--- config.mk ---
export PLATFORM = sky130hd
export DESIGN_NAME = serin_rx_flat
export DESIGN_NICKNAME = d
export VERILOG_FILES = /design/src/rtl/serin_pkg.sv /design/src/rtl/serin_rx_if.sv /design/src/rtl/serin_shift.sv /design/src/rtl/serin_rx.sv /design/src/flat_wrapper.sv
export SDC_FILE = /design/constraint.sdc
export NUM_CORES = 1
export LEC_CHECK = 0
export CAP_MARGIN = 20
export CORE_UTILIZATION = 35
export CTS_CLUSTER_SIZE = 8
export DETAILED_ROUTE_END_ITERATION = 12
export PLACE_DENSITY = 0.61
export SLEW_MARGIN = 30
export SYNTH_ARGS = -nofsm -noshare
export SYNTH_HDL_FRONTEND = slang
export SYNTH_SLANG_ARGS = --single-unit
--- constraint.sdc ---
create_clock -name clk -period 1.7 [get_ports clk]
set_clock_uncertainty 0.1 [all_clocks]
set_input_delay 0.255 -clock clk [delete_from_list [all_inputs] [get_ports clk]]
set_output_delay 0.255 -clock clk [all_outputs]
set_load 0.01 [all_outputs]
--- src/rtl/serin_pkg.sv ---
// -----------------------------------------------------------------------------
// serin_pkg
// Shared definitions for the serin_rx serial receiver:
//   - state_t             : receiver FSM state encoding
//   - *_MIN / *_MAX       : legal ranges for DATA_BITS and STOP_BITS
//   - cnt_width()         : width of the bit counter for a given frame shape
// -----------------------------------------------------------------------------
package serin_pkg;

    typedef enum logic [1:0] {
        IDLE = 2'd0,
        DATA = 2'd1,
        STOP = 2'd2
    } state_t;

    localparam int DATA_BITS_MIN = 5;
    localparam int DATA_BITS_MAX = 9;
    localparam int STOP_BITS_MIN = 1;
    localparam int STOP_BITS_MAX = 2;

    // One spare bit above what the longest phase needs, so the counter can
    // never wrap inside the legal parameter range.
    function automatic int cnt_width(input int data_bits, input int stop_bits);
        return $clog2(data_bits + stop_bits) + 1;
    endfunction

endpackage

--- src/rtl/serin_rx_if.sv ---
// -----------------------------------------------------------------------------
// serin_rx_if
// Host-side register/handshake bundle of the serin_rx receiver.
//   rd_ack    : host -> rx, one-clk strobe, rx_data has been read
//   skres     : host -> rx, one-clk strobe, clear latched error flags
//   rx_data   : rx -> host, last completed frame payload
//   rx_done   : rx -> host, one-clk pulse per completed frame
//   rx_valid  : rx -> host, rx_data not yet acknowledged
//   sdi_busy  : rx -> host, frame in progress
//   n_framer  : rx -> host, latched framing error (active-low)
//   n_overrun : rx -> host, latched overrun error (active-low)
// Modports: master = host side, slave = receiver side.
// -----------------------------------------------------------------------------
interface serin_rx_if #(
    parameter int DATA_BITS = 8
);

    logic                 rd_ack;
    logic                 skres;
    logic [DATA_BITS-1:0] rx_data;
    logic                 rx_done;
    logic                 rx_valid;
    logic                 sdi_busy;
    logic                 n_framer;
    logic                 n_overrun;

    modport master (
        output rd_ack, skres,
        input  rx_data, rx_done, rx_valid, sdi_busy, n_framer, n_overrun
    );

    modport slave (
        input  rd_ack, skres,
        output rx_data, rx_done, rx_valid, sdi_busy, n_framer, n_overrun
    );

endinterface

--- src/rtl/serin_shift.sv ---
// -----------------------------------------------------------------------------
// serin_shift
// Right-shifting payload register for an LSB-first serial stream: each
// enabled clock moves din into the MSB, so after WIDTH shifts the first
// received bit sits in q[0].
//   clk      : system clock, rising edge
//   reset    : synchronous, active-high, clears q
//   shift_en : shift one bit in this clk
//   din      : serial bit to shift in
//   q        : parallel payload
// -----------------------------------------------------------------------------
module serin_shift #(
    parameter int WIDTH = 8
) (
    input  logic             clk,
    input  logic             reset,
    input  logic             shift_en,
    input  logic             din,
    output logic [WIDTH-1:0] q
);

    always_ff @(posedge clk) begin
        if (reset) begin
            q <= '0;
        end else if (shift_en) begin
            q <= {din, q[WIDTH-1:1]};
        end
    end

endmodule

--- src/rtl/serin_rx.sv ---
// -----------------------------------------------------------------------------
// serin_rx
// Asynchronous-serial frame receiver (start bit, DATA_BITS LSB-first, then
// STOP_BITS stop bits). The line is sampled only on bit_tick, which the
// surrounding logic places at bit centres.
//   clk      : system clock, rising edge
//   reset    : synchronous, active-high
//   sdi      : asynchronous serial input, idle high
//   bit_tick : one-clk strobe, the only sampling instant
//   host     : serin_rx_if.slave, host handshake, payload and status flags
// Parameters: DATA_BITS (5..9), STOP_BITS (1..2).
// -----------------------------------------------------------------------------
module serin_rx
    import serin_pkg::*;
#(
    parameter int DATA_BITS = 8,
    parameter int STOP_BITS = 1
) (
    input  logic        clk,
    input  logic        reset,
    input  logic        sdi,
    input  logic        bit_tick,
    serin_rx_if.slave   host
);

    localparam int CNT_W = cnt_width(DATA_BITS, STOP_BITS);

    logic                 sdi_meta;
    logic                 sdi_sync;
    state_t               state;
    state_t               state_nxt;
    logic [CNT_W-1:0]     cnt;
    logic [CNT_W-1:0]     cnt_nxt;
    logic                 frame_err;
    logic                 frame_err_nxt;
    logic                 shift_en;
    logic                 complete;
    logic                 complete_err;
    logic [DATA_BITS-1:0] payload;

    // Two-flop synchronizer. Reset to 1 so a reset never looks like a start
    // bit on the following tick.
    // NOTE: sequential state always uses non-blocking (<=) so every flop
    // samples the pre-edge value of the others; blocking here would collapse
    // the two stages into one.
    always_ff @(posedge clk) begin
        if (reset) begin
            sdi_meta <= 1'b1;
            sdi_sync <= 1'b1;
        end else begin
            sdi_meta <= sdi;
            sdi_sync <= sdi_meta;
        end
    end

    serin_shift #(.WIDTH(DATA_BITS)) u_shift (
        .clk      (clk),
        .reset    (reset),
        .shift_en (shift_en),
        .din      (sdi_sync),
        .q        (payload)
    );

    always_ff @(posedge clk) begin
        if (reset) begin
            state     <= IDLE;
            cnt       <= '0;
            frame_err <= 1'b0;
        end else begin
            state     <= state_nxt;
            cnt       <= cnt_nxt;
            frame_err <= frame_err_nxt;
        end
    end

    // NOTE: every signal written here gets a default first, so no path
    // through the case leaves it unassigned and no latch is inferred.
    always_comb begin
        state_nxt     = state;
        cnt_nxt       = cnt;
        frame_err_nxt = frame_err;
        shift_en      = 1'b0;
        complete      = 1'b0;
        complete_err  = 1'b0;
        if (bit_tick) begin
            unique case (state)
                IDLE: begin
                    if (!sdi_sync) begin
                        state_nxt     = DATA;
                        cnt_nxt       = '0;
                        frame_err_nxt = 1'b0;
                    end
                end
                DATA: begin
                    shift_en = 1'b1;
                    if (cnt == CNT_W'(DATA_BITS - 1)) begin
                        state_nxt = STOP;
                        cnt_nxt   = '0;
                    end else begin
                        cnt_nxt = cnt + CNT_W'(1);
                    end
                end
                STOP: begin
                    if (!sdi_sync) begin
                        frame_err_nxt = 1'b1;
                    end
                    if (cnt == CNT_W'(STOP_BITS - 1)) begin
                        state_nxt = IDLE;
                        cnt_nxt   = '0;
                        complete  = 1'b1;
                        // Include the current stop sample, not yet in frame_err.
                        complete_err = frame_err | ~sdi_sync;
                    end else begin
                        cnt_nxt = cnt + CNT_W'(1);
                    end
                end
                default: begin
                    state_nxt = IDLE;
                    cnt_nxt   = '0;
                end
            endcase
        end
    end

    // Registered host-side outputs. Completion takes precedence over the
    // host strobes so a new error or new data is never lost to a coincident
    // skres or rd_ack.
    always_ff @(posedge clk) begin
        if (reset) begin
            host.rx_data   <= '0;
            host.rx_done   <= 1'b0;
            host.rx_valid  <= 1'b0;
            host.sdi_busy  <= 1'b0;
            host.n_framer  <= 1'b1;
            host.n_overrun <= 1'b1;
        end else begin
            host.rx_done  <= complete;
            host.sdi_busy <= (state_nxt != IDLE);

            if (complete) begin
                host.rx_data <= payload;
            end

            if (complete) begin
                host.rx_valid <= 1'b1;
            end else if (host.rd_ack) begin
                host.rx_valid <= 1'b0;
            end

            if (complete && complete_err) begin
                host.n_framer <= 1'b0;
            end else if (host.skres) begin
                host.n_framer <= 1'b1;
            end

            // Overrun only when unread data is overwritten; an rd_ack in the
            // same clk means the host already took the old word.
            if (complete && host.rx_valid && !host.rd_ack) begin
                host.n_overrun <= 1'b0;
            end else if (host.skres) begin
                host.n_overrun <= 1'b1;
            end
        end
    end

endmodule

--- src/flat_wrapper.sv ---
// flat-port wrapper written by rule: the top's interface ports become plain ports
module serin_rx_flat import serin_pkg::*;
#(
    parameter int DATA_BITS = 8,
    parameter int STOP_BITS = 1
)
  (clk, reset, sdi, bit_tick, host_rd_ack, host_skres, host_rx_data, host_rx_done, host_rx_valid, host_sdi_busy, host_n_framer, host_n_overrun);
  serin_rx_if #(.DATA_BITS(DATA_BITS)) host_i ();
  input  logic clk;
  input  logic reset;
  input  logic sdi;
  input  logic bit_tick;
  input wire logic [$bits(host_i.rd_ack)-1:0] host_rd_ack;
  input wire logic [$bits(host_i.skres)-1:0] host_skres;
  output wire logic [$bits(host_i.rx_data)-1:0] host_rx_data;
  output wire logic [$bits(host_i.rx_done)-1:0] host_rx_done;
  output wire logic [$bits(host_i.rx_valid)-1:0] host_rx_valid;
  output wire logic [$bits(host_i.sdi_busy)-1:0] host_sdi_busy;
  output wire logic [$bits(host_i.n_framer)-1:0] host_n_framer;
  output wire logic [$bits(host_i.n_overrun)-1:0] host_n_overrun;
  assign host_i.rd_ack = host_rd_ack;
  assign host_i.skres = host_skres;
  assign host_rx_data = host_i.rx_data;
  assign host_rx_done = host_i.rx_done;
  assign host_rx_valid = host_i.rx_valid;
  assign host_sdi_busy = host_i.sdi_busy;
  assign host_n_framer = host_i.n_framer;
  assign host_n_overrun = host_i.n_overrun;
  serin_rx #(.DATA_BITS(DATA_BITS), .STOP_BITS(STOP_BITS)) u_core (.clk(clk), .reset(reset), .sdi(sdi), .bit_tick(bit_tick), .host(host_i));
endmodule
After elaboration in Yosys (flattened, before gate mapping)
Index checks and enable logic that the tools add are counted.
Operators by class
  add/subtract/negate cells: 1
  $mul: 0
  divide/modulo/power cells: 0
  magnitude comparators: 0
  eq/ne operators: 5
  shifts and indexed selects: 0
  multiplexer cells: 25
  bitwise gates (word level): 2
  reduce and logical (&&, ||, !) cells: 13
Operator list (number)
  2-to-1 mux 1 bit: 15
  2-to-1 mux 5 bit: 3
  case mux 5 bit (3 select lines): 1
  nonzero test 2 bit: 5
  2-to-1 mux 2 bit: 4
  case mux 2 bit (3 select lines): 1
  adder 5 x 1 -> 5 bit (second input constant): 1
  equality test 5 x 3 -> 1 bit (second input constant): 1
  logical NOT 5 bit: 1
  inequality test 2 bit (second input constant): 2
  AND reduction 4 bit: 1
  logical AND 1 bit: 3
  equality test 2 x 1 -> 1 bit (second input constant): 1
  equality test 2 bit (second input constant): 1
  logical NOT 2 bit: 1
  case mux 1 bit (2 select lines): 1
  AND reduction 2 bit: 1
  logical NOT 1 bit: 1
  inverter 1 bit: 1
  bitwise OR 1 bit: 1
Storage, ports and cells
  bits in registers: 31
  bits in latches: 0
  memory bits (writable): 0
  memory bits (read-only): 0
  input bits: 6
  output and inout bits: 13
  memories: 0

Logic depth before layout (Yosys ltp)
Gate-level depths: netlist of run 1.
  word-level depth: 7
  mapped depth: 7
  mapped depth without buffers: 6

By module
Synthesis of run 1 repeated with hierarchy kept, for this count alone.
Second synthesis, totals
  cells, all modules: 138
  area total of the unflattened synthesis: 1288.7 sq um
By module, submodules not included
  serin_rx: instances 1, cells each 112, area each 1003.5 sq um, seq. area each 460.4 sq um
  serin_shift: instances 1, cells each 26, area each 285.3 sq um, seq. area each 160.2 sq um

Worst setup path after synthesis of run 1
OpenSTA, ideal clock, no wires.
  path type: flip-flop to flip-flop
  from: register u_core.cnt[0]
  to: register u_core.cnt[0]
  library setup time: 0.121 ns
  arrival time: 1.480 ns
  slack: 0.000 ns
  cell stages (with the launch flop): 7
  buffers on the path: 0
  clock period less this slack: 1.700 ns
  cell sequence: dfxtp_1 -> inv_1 -> ha_1 -> or4b_4 -> a2bb2oi_1 -> nor4b_1 -> mux2_2
On the way
  cells in the longest elaborated chain, start to end: 3
  elaborated cells between the ends (all ways): 6
  those cells by class: add/sub: 1; eq/ne: 1; mux: 3; reduce/logical: 1
RTL lines
  start: declaration: line serin_rx.sv:32  | logic [CNT_W-1:0] cnt;
  start signal: assignment: line serin_rx.sv:71  | cnt <= cnt_nxt;
  adder 5 x 1 -> 5 bit (tied with other cells): line serin_rx.sv:100, serin_rx.sv:114
  2-to-1 mux 5 bit, on equally long branches: line serin_rx.sv:107, serin_rx.sv:96
  case mux 5 bit (3 select lines) (*): line serin_rx.sv:86  | unique case (state)
Mark *: on every way between the ends. The rest lies on a longest branch, timed or not.
A chain may end at the register's enable or synchronous reset.

Worst setup path in the final report of run 1
Same ends and word-level chain as after synthesis.

==> results.json, run 1 <==
{
  "status": "finished, violations left",
  "violations": "setup timing",
  "r2r_setup_slack_ns": -0.07,
  "hpwl_um": 1770,
  "power.leakage_nw": 0.664,
  "insertion_delay_ns": 0.32,
  "slowest_delay_ns": 0.49,
  "worst-setup-path-type": "flop to flop",
  "layout_min_cycle_time_ns": 1.77,
  "synth_seq_cells": 31,
  "max_cap_violations": 0,
  "die_width_um": 62.6,
  "r2r-end": "u_core.cnt[0]",
  "port-buffer-count": 18,
  "grt_antenna_before_repair": 0,
  "powerDensity_nw_per_um2": 780,
  "core_sq_um": 3420,
  "maxSlewHeadroom_pct": 79.2,
  "crit_chain": "inv_2 > ha_4 > or4b_4 > a2bb2oi_4 > nor4b_4 > mux2_4",
  "critPathTopFamily": "simple AND/OR/NAND/NOR gates",
  "pin_count": 19,
  "start_kind": "flop",
  "hp-class": "flop to flop",
  "cts_tree": "yes",
  "cts_made_buffers": 5,
  "drive_gt1_share_pct": 23.2,
  "hold_slack_ns": 0.317,
  "antenna_left": 0,
  "ys_seq_area_share_pct": 48.3,
  "ir_drop_mv": 0.285,
  "crit_fanout": 3,
  "p_sw_mw": 0.278,
  "drc": 0,
  "synthFlopType": "dfxtp_1",
  "grt_pass1_vias": 993,
  "clock_sinks": 31,
  "hold_buffers": 0,
  "layout.cells.non_filler": 231,
  "rr_worst_depth": 6,
  "grt_pass1_wl_um": 4270,
  "cts_root_buf": "clkbuf_4",
  "setup_slack_ns": -0.0692,
  "synth-edff-count": 0,
  "grt_overflow": 0,
  "drt_pre_antenna_iters": 4,
  "report.final.slew_viol_count": 0,
  "p_int_mw": 1.11,
  "vias_per_cell": 4.80,
  "worst-slew-pin-transition_ns": 0.312,
  "worst_path_max_delay_cell": "or4b_4",
  "rows": 21,
  "die_h_um": 62.6,
  "grt_max_degree": 24,
  "diodes": 0,
  "finalSetupViolCount": 2,
  "synth.distinct_cells": 32,
  "fin_nets": 196,
  "final.setup.tns_ns": -0.113,
  "rsz0062_at_grt": "true",
  "htreeDepth": 2,
  "synth_area_per_cell_sq_um": 8.73,
  "num_vias": 1109,
  "worst-path-buf-inv": 1,
  "syn_nets": 159,
  "placed_cells": 221,
  "drt_iter0_drc": 42,
  "end_kind": "flop",
  "start_util_pct": 37.6,
  "p_seq_share_pct": 52.7,
  "clk_pin_slew_ns": 0.09,
  "switching_share_pct": 20.0,
  "multi_input_area_sq_um": 669,
  "critPathArrivalTime_ns": 1.88,
  "clock_path_buffers": 2,
  "combinationalPowerShare_pct": 5.0,
  "post-route-util_pct": 52.2,
  "place_congestion": 0.856,
  "wirelength_um": 2530,
  "min_to": "u_core.sdi_sync",
  "hold_viol_final": 0,
  "hold_start": "u_core.sdi_meta",
  "netlist_area_sq_um": 1280,
  "grtUsageTotal_pct": 14.0,
  "hold_depth": 1,
  "fillers": 321,
  "finalCritPeriodShare_pct": 104,
  "register_area_sq_um": 624,
  "p_clk_share_pct": 42.3,
  "ys.warnings.count": 0,
  "die-area_sq_um": 3910,
  "cp.required_ns": 1.81,
  "wl_per_cell_um": 10.9,
  "syn-instance-count": 147,
  "worstReg2RegStart": "u_core.cnt[0]",
  "max_freq_ghz": 0.565,
  "async_flop_share_pct": 0,
  "area_delta_synth_final_pct": 38.9
}
-- cells in the mapped netlist, types with 3 or more instances --
cell	number	area [sq um]
nand3_1	11	55.1
nor2b_1	5	31.3
o21ai_0	3	15.0
clkbuf_1	5	18.8
inv_1	6	22.5
nand2b_1	3	18.8
ha_1	6	75.1
nand2_1	29	109
a21oi_1	18	90.1
dfxtp_1	31	621
-- cells in the final DEF (no fill, tap or decap), drive strengths merged, types with 2 or more instances in the layout --
cell	instances
inv	6
o22ai	2
clkdlybuf4s50	18
or2	3
nand2b	3
nor4b	2
dfxtp	31
ha	6
nor3	2
nand3b	2
o21ai	3
a22o	2
a21oi	18
buf	19
nor2	2
nand2	29
nand3	11
nor2b	5
clkbuf	6
-- worst max path at each step --
stage                     cells past startpoint           from                   end  slack [ns]
after global placement                        4       bit_tick         u_core.cnt[0]       -0.12
final                                         6  u_core.cnt[0]         u_core.cnt[0]       -0.07
after floorplan                               6  u_core.cnt[0]  u_core.host.sdi_busy       0.004
after detailed placement                      4       bit_tick         u_core.cnt[0]       -0.17
after global routing                          6  u_core.cnt[0]  u_core.host.sdi_busy       -0.11
after CTS                                     6  u_core.cnt[0]         u_core.cnt[0]       -0.07
-- power by group through the flow --
stage / clock network (mW) / logic, mW / registers [mW]
floorplan: 0 / 0.0342 / 0.749
global placement: 0 / 0.0654 / 0.750
detailed placement: 0 / 0.0656 / 0.750
CTS: 0.617 / 0.0694 / 0.733
global route: 0.655 / 0.0765 / 0.734
finish: 0.588 / 0.0698 / 0.733
-- routing by layer --
| metal | share of wire, % | wire, um | vias up | GRT usage [%] |
|---|---|---|---|---|
| met5 | 0 | 0 | - | 0 |
| met4 | 1.2 | 30 | 0 | 6.98 |
| met3 | 3.2 | 82 | 4 | 3.83 |
| met2 | 50 | 1260 | 17 | 24.0 |
| met1 | 46 | 1160 | 511 | 15.7 |
| li1 | - | - | 577 | - |
-- state kept, by name (all words and copies together) (netlist names) --
signal,cells
u_core.u_shift.q,8
u_core.host.sdi_busy,1
u_core.sdi_meta,1
u_core.host.rx_done,1
u_core.sdi_sync,1
u_core.frame_err,1
u_core.host.rx_valid,1
u_core.host.rx_data,8
u_core.host.n_framer,1
u_core.host.n_overrun,1
u_core.state,2
u_core.cnt,5
-- timing repair --
item,CTS,global route
setup buffers,1,1
endpoints found under the setup margin,4,8
pin swaps,3,2
gates resized for setup,10,4
-- layout make-up --
type                            count  share of cell area (%)
Sequential cell                    31                    35.0
Clock buffer                        6                    2.88
Clock inverter                      2                    1.96
Multi-Input combinational cell    103                    37.5
Timing Repair Buffer               37                    18.1
Tap cell                           46                    3.23
Inverter                            6                    1.26
-- through the flow --
| step | worst slack [ns] | total power, mW | cell area, sq um |
|---|---|---|---|
| after detailed placement | -0.171 | 0.815 | 1630 |
| final | -0.0692 | 1.39 | 1780 |
| after global placement | -0.118 | 0.815 | 1630 |
| after global routing | -0.109 | 1.47 | 1780 |
| after floorplan | 0.00449 | 0.784 | 1290 |
| after CTS | -0.0704 | 1.42 | 1770 |
-- cell families (layout without fill, tap and decap cells) --
family                     after synthesis  in the layout  share of synthesized area, %
xor gates and xnor gates                 1              1                         0.682
DFF                                     31             31                          48.3
adders and majority gates                6              6                          5.85
muxes                                    1              1                         0.877
and+or+nand+nor                         63             63                          25.0
buffers and inverters                   13             51                          4.00
AOI/OAI and AO/OA                       32             32                          15.3
No activity file was read; power rests on OpenSTA's default activity.
==> run 2, diff against run 1 <==
--- a/config.mk
+++ b/config.mk
@@ -6,10 +6,10 @@
 export NUM_CORES = 1
 export LEC_CHECK = 0
 export CAP_MARGIN = 20
-export CORE_UTILIZATION = 35
+export CORE_UTILIZATION = 47
 export CTS_CLUSTER_SIZE = 8
 export DETAILED_ROUTE_END_ITERATION = 12
-export PLACE_DENSITY = 0.61
+export PLACE_DENSITY = 0.76
 export SLEW_MARGIN = 30
 export SYNTH_ARGS = -nofsm -noshare
 export SYNTH_HDL_FRONTEND = slang
==> run 2 against run 1 <==
Compared with the run above: the flow still finishes with violations (setup timing); design area decreased by 3.4%; sequential share of layout area is 1.2 points higher; critical path depth stayed put; sequential cell count unchanged; clock power decreased by 26%; global-route usage is 7.5 points higher; sequential power barely moved; register-to-register slack better by 0.02 ns; count of clock-buffer cells in the layout unchanged; total power decreased by 11%; critical endpoint unchanged.
==> results.json, run 2 (synthesis results as in run 1) <==
{
  "hp-class": "flop to flop",
  "start_kind": "flop",
  "power.total_mw": 1.24,
  "status": "finished, violations left",
  "postPlaceCellArea_sq_um": 1580,
  "final.setup.tns_ns": -0.0839,
  "cts_root_buf": "clkbuf_4",
  "die-area_sq_um": 2940,
  "worst-setup-path-type": "flop to flop",
  "largest_registers": "u_core.host.rx_data x8, u_core.u_shift.q x8, u_core.cnt x5",
  "drt_pre_antenna_iters": 4,
  "drt_iter0_drc": 22,
  "end_kind": "flop",
  "die_width_um": 54.3,
  "clock_path_buffers": 2,
  "vias_per_cell": 5.42,
  "cp.required_ns": 1.83,
  "clock_sinks": 31,
  "layout_min_cycle_time_ns": 1.75,
  "htreeDepth": 2,
  "finalSetupViolCount": 2,
  "ir_drop_mv": 0.699,
  "setup_slack_ns": -0.0477,
  "critPathTopFamily": "simple AND/OR/NAND/NOR gates",
  "final_common_cell": "nand2_1",
  "finalCritPeriodShare_pct": 103,
  "drive_gt1_share_pct": 21.5,
  "grt_antenna_before_repair": 0,
  "crit_fanout": 3,
  "max_cap_violations": 0,
  "insertion_delay_ns": 0.33,
  "rows": 18,
  "hpwl_um": 1870,
  "wirelength_um": 2780,
  "crit_chain": "inv_2 > ha_4 > or4b_4 > a2bb2oi_4 > nor4b_4 > mux2_4",
  "start_util_pct": 50.9,
  "slowest_delay_ns": 0.49,
  "critPathArrivalTime_ns": 1.88,
  "diodes": 0,
  "clk_pin_slew_ns": 0.09,
  "wl_per_cell_um": 13.2,
  "core_sq_um": 2520,
  "worst-slew-pin-transition_ns": 0.358,
  "hold_viol_final": 0,
  "maxSlewHeadroom_pct": 76.1,
  "port-buffer-count": 18,
  "antenna_left": 0,
  "report.final.slew_viol_count": 0,
  "cts_tree": "yes",
  "grt_pass1_wl_um": 4330,
  "die_h_um": 54.3,
  "layout.cells.non_filler": 211,
  "worst-path-buf-inv": 1,
  "grtUsageTotal_pct": 21.4,
  "worst_path_max_delay_cell": "or4b_4",
  "layout_common_cells": "nand2_1, dfxtp_1, a21oi_1, clkdlybuf4s50_1, buf_4",
  "drc": 0,
  "dp_slack_ns": -0.238,
  "pin_count": 19,
  "powerDensity_nw_per_um2": 718,
  "max_freq_ghz": 0.572,
  "cts_made_buffers": 5,
  "hold_buffers": 0,
  "violations": "setup timing",
  "grt_pass1_vias": 1054,
  "fin_nets": 193,
  "rsz0062_at_grt": "true",
  "grt_overflow": 0,
  "place_congestion": 0.817,
  "grt_max_degree": 24,
  "area_delta_synth_final_pct": 34.1,
  "num_vias": 1143,
  "placed_cells": 201,
  "fin_area_sq_um": 1720,
  "hold_slack_ns": 0.324,
  "power.leakage_nw": 0.637,
  "post-route-util_pct": 68.3
}
-- run 2: worst reg2reg max path, stage by stage, from the launching register on --
cell and delay (ns):
dfxtp_2 0.34, inv_2 0.06, ha_4 0.13, or4b_4 0.49, a2bb2oi_4 0.19, nor4b_4 0.07
mux2_4 0.26
-- run 2: area by class of cell --
class                   count  area (sq um)
fillers                   200           801
well taps                  30          37.5
clock buffers               6          51.3
repair buffers             34           300
clock inverters             1          5.00
flip-flops and latches     31           624
inverters                   6          22.5
multi-input cells         103           681
-- run 2: timing repair --
item                       in CTS  in global routing
setup endpoints to repair       4                  6
buffers inserted                4                  0
pin swaps                       5                  3
gates resized for setup        13                  2
-- run 2: per-layer routing --
layer	share of wire (%)	GRT usage, %
met3	4.3	6.11
met2	50	37.2
met1	43	21.6
met4	2.5	15.8
met5	0	0
-- run 2: path summary, 6_finish.rpt --
check,startpoint,endpoint,cells past startpoint,slack (ns)
worst max-delay path,u_core.cnt[1],u_core.cnt[0],6,-0.05
worst min-delay path,u_core.sdi_meta,u_core.sdi_sync,1,0.32
worst max register to register,u_core.cnt[1],u_core.cnt[0],6,-0.05
worst min register to register,u_core.sdi_meta,u_core.sdi_sync,1,0.32
-- run 2: power breakdown --
group          internal (mW)  total (mW)  switching [mW]
registers              0.730       0.733         0.00306
logic                 0.0307      0.0652          0.0344
clock network          0.191       0.438           0.247
total                  0.952        1.24           0.285
